$ cat config.mk
export PLATFORM = sky130hd
export DESIGN_NAME = complex_magnitude
export DESIGN_NICKNAME = d
export VERILOG_FILES = /design/src/rtl/complex_magnitude.sv
export SDC_FILE = /design/constraint.sdc
export NUM_CORES = 1
export LEC_CHECK = 0
export ABC_CLOCK_PERIOD_IN_PS = 5400
export CAP_MARGIN = 30
export CELL_PAD_IN_SITES_DETAIL_PLACEMENT = 0
export CELL_PAD_IN_SITES_GLOBAL_PLACEMENT = 1
export CORE_UTILIZATION = 44
export DETAILED_ROUTE_END_ITERATION = 6
export PLACE_DENSITY_LB_ADDON = 0.15
export SETUP_SLACK_MARGIN = 0.1
export SLEW_MARGIN = 20
export SYNTH_ARGS = -nofsm -noshare
export SYNTH_HDL_FRONTEND = slang
export SYNTH_SLANG_ARGS = --single-unit
$ cat constraint.sdc
create_clock -name clk -period 5.4 [get_ports clk]
set_input_delay 1.35 -clock clk [delete_from_list [all_inputs] [get_ports clk]]
set_output_delay 1.35 -clock clk [all_outputs]
set_load 0.02 [all_outputs]
$ cat src/rtl/complex_magnitude.sv
// Streaming magnitude estimator for packed complex samples.
// Three pipeline stages (abs, max/min, sum) feed an output stage that tags each beat with its bin index.
module complex_magnitude #(
  parameter int N_BINS = 64
) (
  input  logic        clk,
  input  logic        rst_n,
  input  logic [31:0] in_data,
  input  logic        in_first,
  input  logic        in_valid,
  output logic        in_ready,
  output logic [15:0] out_mag,
  output logic [15:0] out_bin,
  output logic        out_last,
  output logic        out_valid,
  input  logic        out_ready,
  output logic        frame_err
);

  localparam logic [15:0] LAST_BIN = 16'(N_BINS - 1);

  // |v| limited to 15 bits: the single value with no positive twin is clamped.
  function automatic logic [14:0] abs_sat(input logic [15:0] v);
    logic [15:0] neg;
    neg = 16'(~v + 16'd1);
    if (v == 16'h8000)
      return 15'h7fff;
    else if (v[15])
      return neg[14:0];
    else
      return v[14:0];
  endfunction

  logic        stall;
  logic        advance;
  logic        out_fire;

  logic        s1_valid;
  logic        s1_first;
  logic [14:0] s1_re_abs;
  logic [14:0] s1_im_abs;

  logic        s2_valid;
  logic        s2_first;
  logic [14:0] s2_max;
  logic [14:0] s2_min;

  logic        s3_valid;
  logic        s3_first;
  logic [15:0] s3_mag;

  logic [15:0] bin_cnt;

  // A full output stage that downstream refuses freezes the whole pipe.
  assign stall    = s3_valid && !out_ready;
  assign advance  = !stall;
  assign in_ready = advance;
  assign out_fire = s3_valid && out_ready;

  // Control state: valid bits, first flags, output magnitude and bin counter.
  // NOTE: sequential state uses non-blocking assignments so every register samples pre-edge values.
  always_ff @(posedge clk or negedge rst_n) begin
    if (!rst_n) begin
      s1_valid <= 1'b0;
      s1_first <= 1'b0;
      s2_valid <= 1'b0;
      s2_first <= 1'b0;
      s3_valid <= 1'b0;
      s3_first <= 1'b0;
      s3_mag   <= '0;
    end else if (advance) begin
      s1_valid <= in_valid;
      s1_first <= in_valid && in_first;
      s2_valid <= s1_valid;
      s2_first <= s1_first;
      s3_valid <= s2_valid;
      s3_first <= s2_first;
      s3_mag   <= {1'b0, s2_max} + {3'b000, s2_min[14:2]};
    end
  end

  // NOTE: intermediate datapath registers carry no reset; their contents are ignored until a valid bit covers them.
  always_ff @(posedge clk) begin
    if (advance) begin
      s1_re_abs <= abs_sat(in_data[31:16]);
      s1_im_abs <= abs_sat(in_data[15:0]);
      if (s1_re_abs >= s1_im_abs) begin
        s2_max <= s1_re_abs;
        s2_min <= s1_im_abs;
      end else begin
        s2_max <= s1_im_abs;
        s2_min <= s1_re_abs;
      end
    end
  end

  // A first-flagged beat restarts the frame at bin 0; the counter then points at bin 1.
  always_ff @(posedge clk or negedge rst_n) begin
    if (!rst_n) begin
      bin_cnt <= '0;
    end else if (out_fire) begin
      if (s3_first)
        bin_cnt <= 16'd1;
      else if (bin_cnt == LAST_BIN)
        bin_cnt <= '0;
      else
        bin_cnt <= bin_cnt + 16'd1;
    end
  end

  assign out_valid = s3_valid;
  assign out_mag   = s3_mag;
  assign out_bin   = s3_first ? 16'd0 : bin_cnt;
  assign out_last  = (out_bin == LAST_BIN);
  // A frame start that lands mid-frame is misalignment; it fires only with the accepting handshake.
  assign frame_err = out_fire && s3_first && (bin_cnt != 16'd0);

endmodule
# --- Word level (Yosys, flattened, before mapping) ---
# Cells that the tools add are included.
# Widths: inputs -> output; s select.
totals:
  reg_bits: 98
  latch_bits: 0
  ram_bits: 0
  rom_bits: 0
  in_bits: 37
  out_inout_bits: 36
  wordCells: 38
  n_memories: 0
op_classes:
  addsub: 4
  n_mul: 0
  div: 0
  order_cmp: 1
  n_eq_ne: 4
  shift: 0
  mux: 7
  bitwise_logic: 2
  n_reduce_logical: 8
ops:
  columns: ["cell", "count"]
  rows:
  - ["$mux 15", 4]
  - ["$mux 16", 3]
  - ["$eq 16x16->1 const B", 2]
  - ["$eq 16x6->1 const B", 2]
  - ["$add 15x1->15 const B", 2]
  - ["$not 15->15", 2]
  - ["$add 15x13->16", 1]
  - ["$add 16x1->16 const B", 1]
  - ["$reduce_bool 16->1", 1]
  - ["$ge 15x15->1", 1]
  - ["$logic_and 1x1->1", 5]
  - ["$logic_not 1->1", 2]

# --- Longest topological paths before layout ---
logic_depth:
  word_depth: 3
  mapped_depth: 9
  depth_no_buf: 7

# --- Worst setup path after synthesis ---
# OpenSTA, ideal clock, no wires.
synth_path:
  path_type: "input-to-output"
  from: "input port out_ready"
  to: "output port in_ready"
  t_arrival_ns: 3.659
  required_ns: 4.050
  setup_slack_ns: 0.391
  path_stages: 4
  n_path_buf: 2
  path_cell_list: "nor2b_1 > inv_1 > clkbuf_1 > clkbuf_1"
synth_between:
  elab_chain_len: 3
synth_lines:
  columns: ["element", "line", "source"]
  rows:
  - ["start, declared", "16", "input logic out_ready,"]
  - ["$logic_not 1->1", "55", "assign stall = s3_valid && !out_ready;"]
  - ["$logic_and 1x1->1", "55", null]
  - ["$logic_not 1->1", "56", "assign advance = !stall;"]
  - ["end, declared", "11", "output logic in_ready,"]
# Every way passes these cells.

# --- Final worst setup path ---
layout_path:
  from: "input port out_ready"
  to: "output port frame_err"
layout_between:
  elab_chain_len: 3
layout_lines:
  columns: ["element", "line", "source"]
  rows:
  - ["$logic_and 1x1->1", "58", "assign out_fire = s3_valid && out_ready;"]
  - ["$logic_and 1x1->1 (2 in series)", "116", "assign frame_err = out_fire && s3_first && (bin_cnt != 16'd0);"]
  - ["end, declared", "17", "output logic frame_err"]
# Every way passes these cells.

==> results.yml <==
outcome:
  status: "complete, no violations"
worst_setup_path:
  ff2ff_path_depth: 6
  cp_max_fo: 8
  path_cells: "clkdlybuf4s50_1, and2_1, nand2_1, a31oi_1, clkdlybuf4s50_1"
  max_stage_delay_ns: 0.62
  start_kind: "primary input"
  cp_common_cell: "clkdlybuf4s50_1"
  crit_path_top_delay_cell: "clkdlybuf4s50_1"
  timing.critical_path.from: "out_ready"
  crit_path_end_kind: "output port"
  reg2reg_slack_ns: 2.68
  cp.arrival_ns: 3.03
  r2r_start: "s1_re_abs[5]"
  required_ns: 4.05
  crit_end: "frame_err"
  critical_path_class: "primary input to output port"
  r2r_end: "s2_max[14]"
power_and_ir_drop:
  vdd_ir_drop_max_mv: 0.237
  swShare_pct: 37.8
  p_int_mw: 2.06
  p_seq_share_pct: 37.6
  p_sw_mw: 1.25
  p_clk_share_pct: 18.2
  p_per_area_mw_per_mm2: 487
  p_leak_nw: 2.84
  total_power_mw: 3.32
  combPwrFrac_pct: 44.3
clock_network:
  clockBufferDepth: 2
  root_buffer: "clkbuf_16"
  clock-sinks: 96
  post_cts_resized: 0
  path_clk_slew_ns: 0.07
  post-cts-setup-buffers: 0
  clkLatencyLatePin_ns: 0.34
  htreeDepth: 3
  ctsHoldBuffers: 0
  cts_buffers: 9
  cts_tree: "yes"
global_routing:
  grt_usage_pct: 17.7
  grt_remaining_overflow: 0
  grt_pass1_wl_mm: 18.5
  grt_pass1_vias: 3747
  antenna_found_initial: 0
  grt_max_degree: 87
yosys:
  synth_fa_ha_area_share_pct: 7.44
  synthArstFlopShare_pct: 39.6
  synthFlopType: "edfxtp_1"
  synth_top_family_by_area: "simple AND/OR/NAND/NOR gates"
  syn_area_mm2: 0.00565
  avgSynthCellArea_um2: 10.4
  postSynthNetCount: 614
  synth_simple_gate_area_share_pct: 18.1
  muxShareOfSynthArea_pct: 5.76
  synth-xor-area-share_pct: 6.36
  yosys_warnings: 0
  yosys.cell_types.count: 55
  ys_seq_elements: 96
  synth-compound-area-share_pct: 11.4
  syn_inst: 544
  synth-edff-count: 58
  ys_seq_area_share_pct: 47.7
final_layout:
  n_antenna_cell: 0
  nNetsFinal: 682
  fin_util_pct: 54.2
  layout-drive-gt1-share_pct: 10.9
  design_area_mm2: 0.00682
  area_growth_pct: 20.7
  final_cell_count_no_fill: 789
floorplanning:
  core.rowCount: 41
  die_h_um: 115
  dieArea_mm2: 0.0133
  ios: 73
  fp.dieW_um: 115
  core-area_mm2: 0.0126
  initial_core_util_pct: 44.9
routing:
  routedWlPerCell_um: 14.1
  antenna_left: 0
  route.vias.total: 4077
  drt_iter0_markers: 288
  drt_pass1_iterations: 4
  wirelength_mm: 11.1
  via_per_inst: 5.17
  drc: 0
run:
  drv_cap: 0
sta:
  max_slew_margin_pct: 43.4
  hold_viol_final: 0
  grt_setup_unrepaired: "false"
  tightest_slew_ns: 0.848
  fin_ws_ns: 1.02
  period_minus_slack_ns: 4.38
  holdWs_ns: 0.464
  setup_tns_ns: 0
  setup_violations: 0
  fmax_mhz: 228
  fin_skew_ns: 0.00726
  min_period_over_period_pct: 81.1
  drv_slew: 0
hold_path:
  hold_depth: 2
  hp-class: "register to register"
place:
  placed_area_mm2: 0.00651
  gp_congestion: 0.868
  pre_cts_ws_ns: 1.03
  portBuffers: 72
  hpwl_mm: 8.25
  placedCellCount: 772
==> worst min path at each step <==
stage	start	end	slack (ns)
final	s2_valid	s2_valid	0.46
after global routing	s2_valid	out_valid	0.48
after CTS	s2_valid	out_valid	0.47
after detailed placement	s2_valid	out_valid	0.45
after global placement	s2_valid	s2_valid	0.45
after floorplan	s2_valid	s2_valid	0.43
==> worst max-delay path: cells and delay by family <==
| family | cells | cell delay, ns |
|---|---|---|
| buffers and inverters | 2 | 1.14 |
| and+or+nand+nor | 2 | 0.37 |
| AOI/OAI and AO/OA | 1 | 0.16 |
==> Yosys cell counts, drive strengths merged, types with 3 or more instances <==
cell | instances | area [um2]
nand2 | 82 | 308
edfxtp | 58 | 1740
nor2 | 44 | 168
dfrtp | 38 | 951
xor2 | 33 | 289
ha | 32 | 400
mux2 | 28 | 315
inv | 27 | 101
a21oi | 24 | 120
o21ai | 23 | 115
nand3 | 16 | 80.1
nor2b | 15 | 93.8
clkbuf | 12 | 45.0
nand4 | 10 | 62.6
o31ai | 9 | 67.6
nor4 | 8 | 95.1
xnor2 | 8 | 70.1
a21o | 7 | 52.6
a211oi | 6 | 45.0
buf | 6 | 41.3
o211ai | 5 | 37.5
nor3 | 4 | 20.0
o41ai | 4 | 35.0
or2 | 4 | 25.0
or4 | 4 | 37.5
and2 | 3 | 18.8
==> power groups by stage <==
stage / clock [mW] / combinational [mW] / sequential (mW)
final: 0.604 / 1.47 / 1.25
after global routing: 0.644 / 1.65 / 1.28
after CTS: 0.613 / 1.47 / 1.25
after detailed placement: 0 / 1.46 / 1.26
after global placement: 0 / 1.44 / 1.25
after floorplan: 0 / 0.967 / 1.28
==> registers in the layout, summed over array words and instances (netlist names) <==
| name | count |
|---|---|
| bin_cnt | 16 |
| out_mag | 16 |
| s1_im_abs | 15 |
| s1_re_abs | 15 |
| s2_max | 15 |
| s2_min | 13 |
| out_valid | 1 |
| s1_first | 1 |
| s1_valid | 1 |
| s2_first | 1 |
| s2_valid | 1 |
| s3_first | 1 |
==> metal layers <==
metal	vias to the layer above	part of all wire, %	global-route usage [%]
met5	-	0	0
met2	99	46	28.5
li1	2089	-	-
met3	12	4.4	3.00
met1	1877	49	24.8
met4	0	0.99	4.68
==> placed cells by master (no fill, tap or decap), types with 3 or more instances in the layout <==
cell type        instances
edfxtp_1                58
o21ai_0                 23
inv_1                   26
clkbuf_16                9
nor2_1                  43
o211ai_1                 5
a21o_1                   7
nand3_1                 16
o31ai_1                  9
or2_2                    4
mux2_2                  28
nor4_4                   3
nand2_1                 82
xnor2_1                  8
o41ai_1                  4
nor4_1                   5
dfrtp_1                 38
xor2_1                  33
nor2b_1                 15
ha_1                    32
a21oi_1                 24
and2_1                   3
clkdlybuf4s50_1         71
nor3_1                   4
nand4_1                 10
a211oi_1                 6
==> kinds of logic after synthesis <==
family,Yosys count
adder cells (fa/ha/maj),33
XOR/XNOR,41
multiplexers,29
AND/OR/NAND/NOR,202
AO/OA/AOI/OAI,98
flip-flops,96
buffers and inverters,45
==> final cells by class <==
cell class | count | area, um2
Inverter | 27 | 101
Tap cell | 172 | 215
Clock inverter | 7 | 55.1
Timing Repair Buffer | 75 | 758
Fill cell | 1148 | 5750
Sequential cell | 96 | 2690
Multi-Input combinational cell | 403 | 2770
Clock buffer | 9 | 225
(Power assumes the default switching activity.)
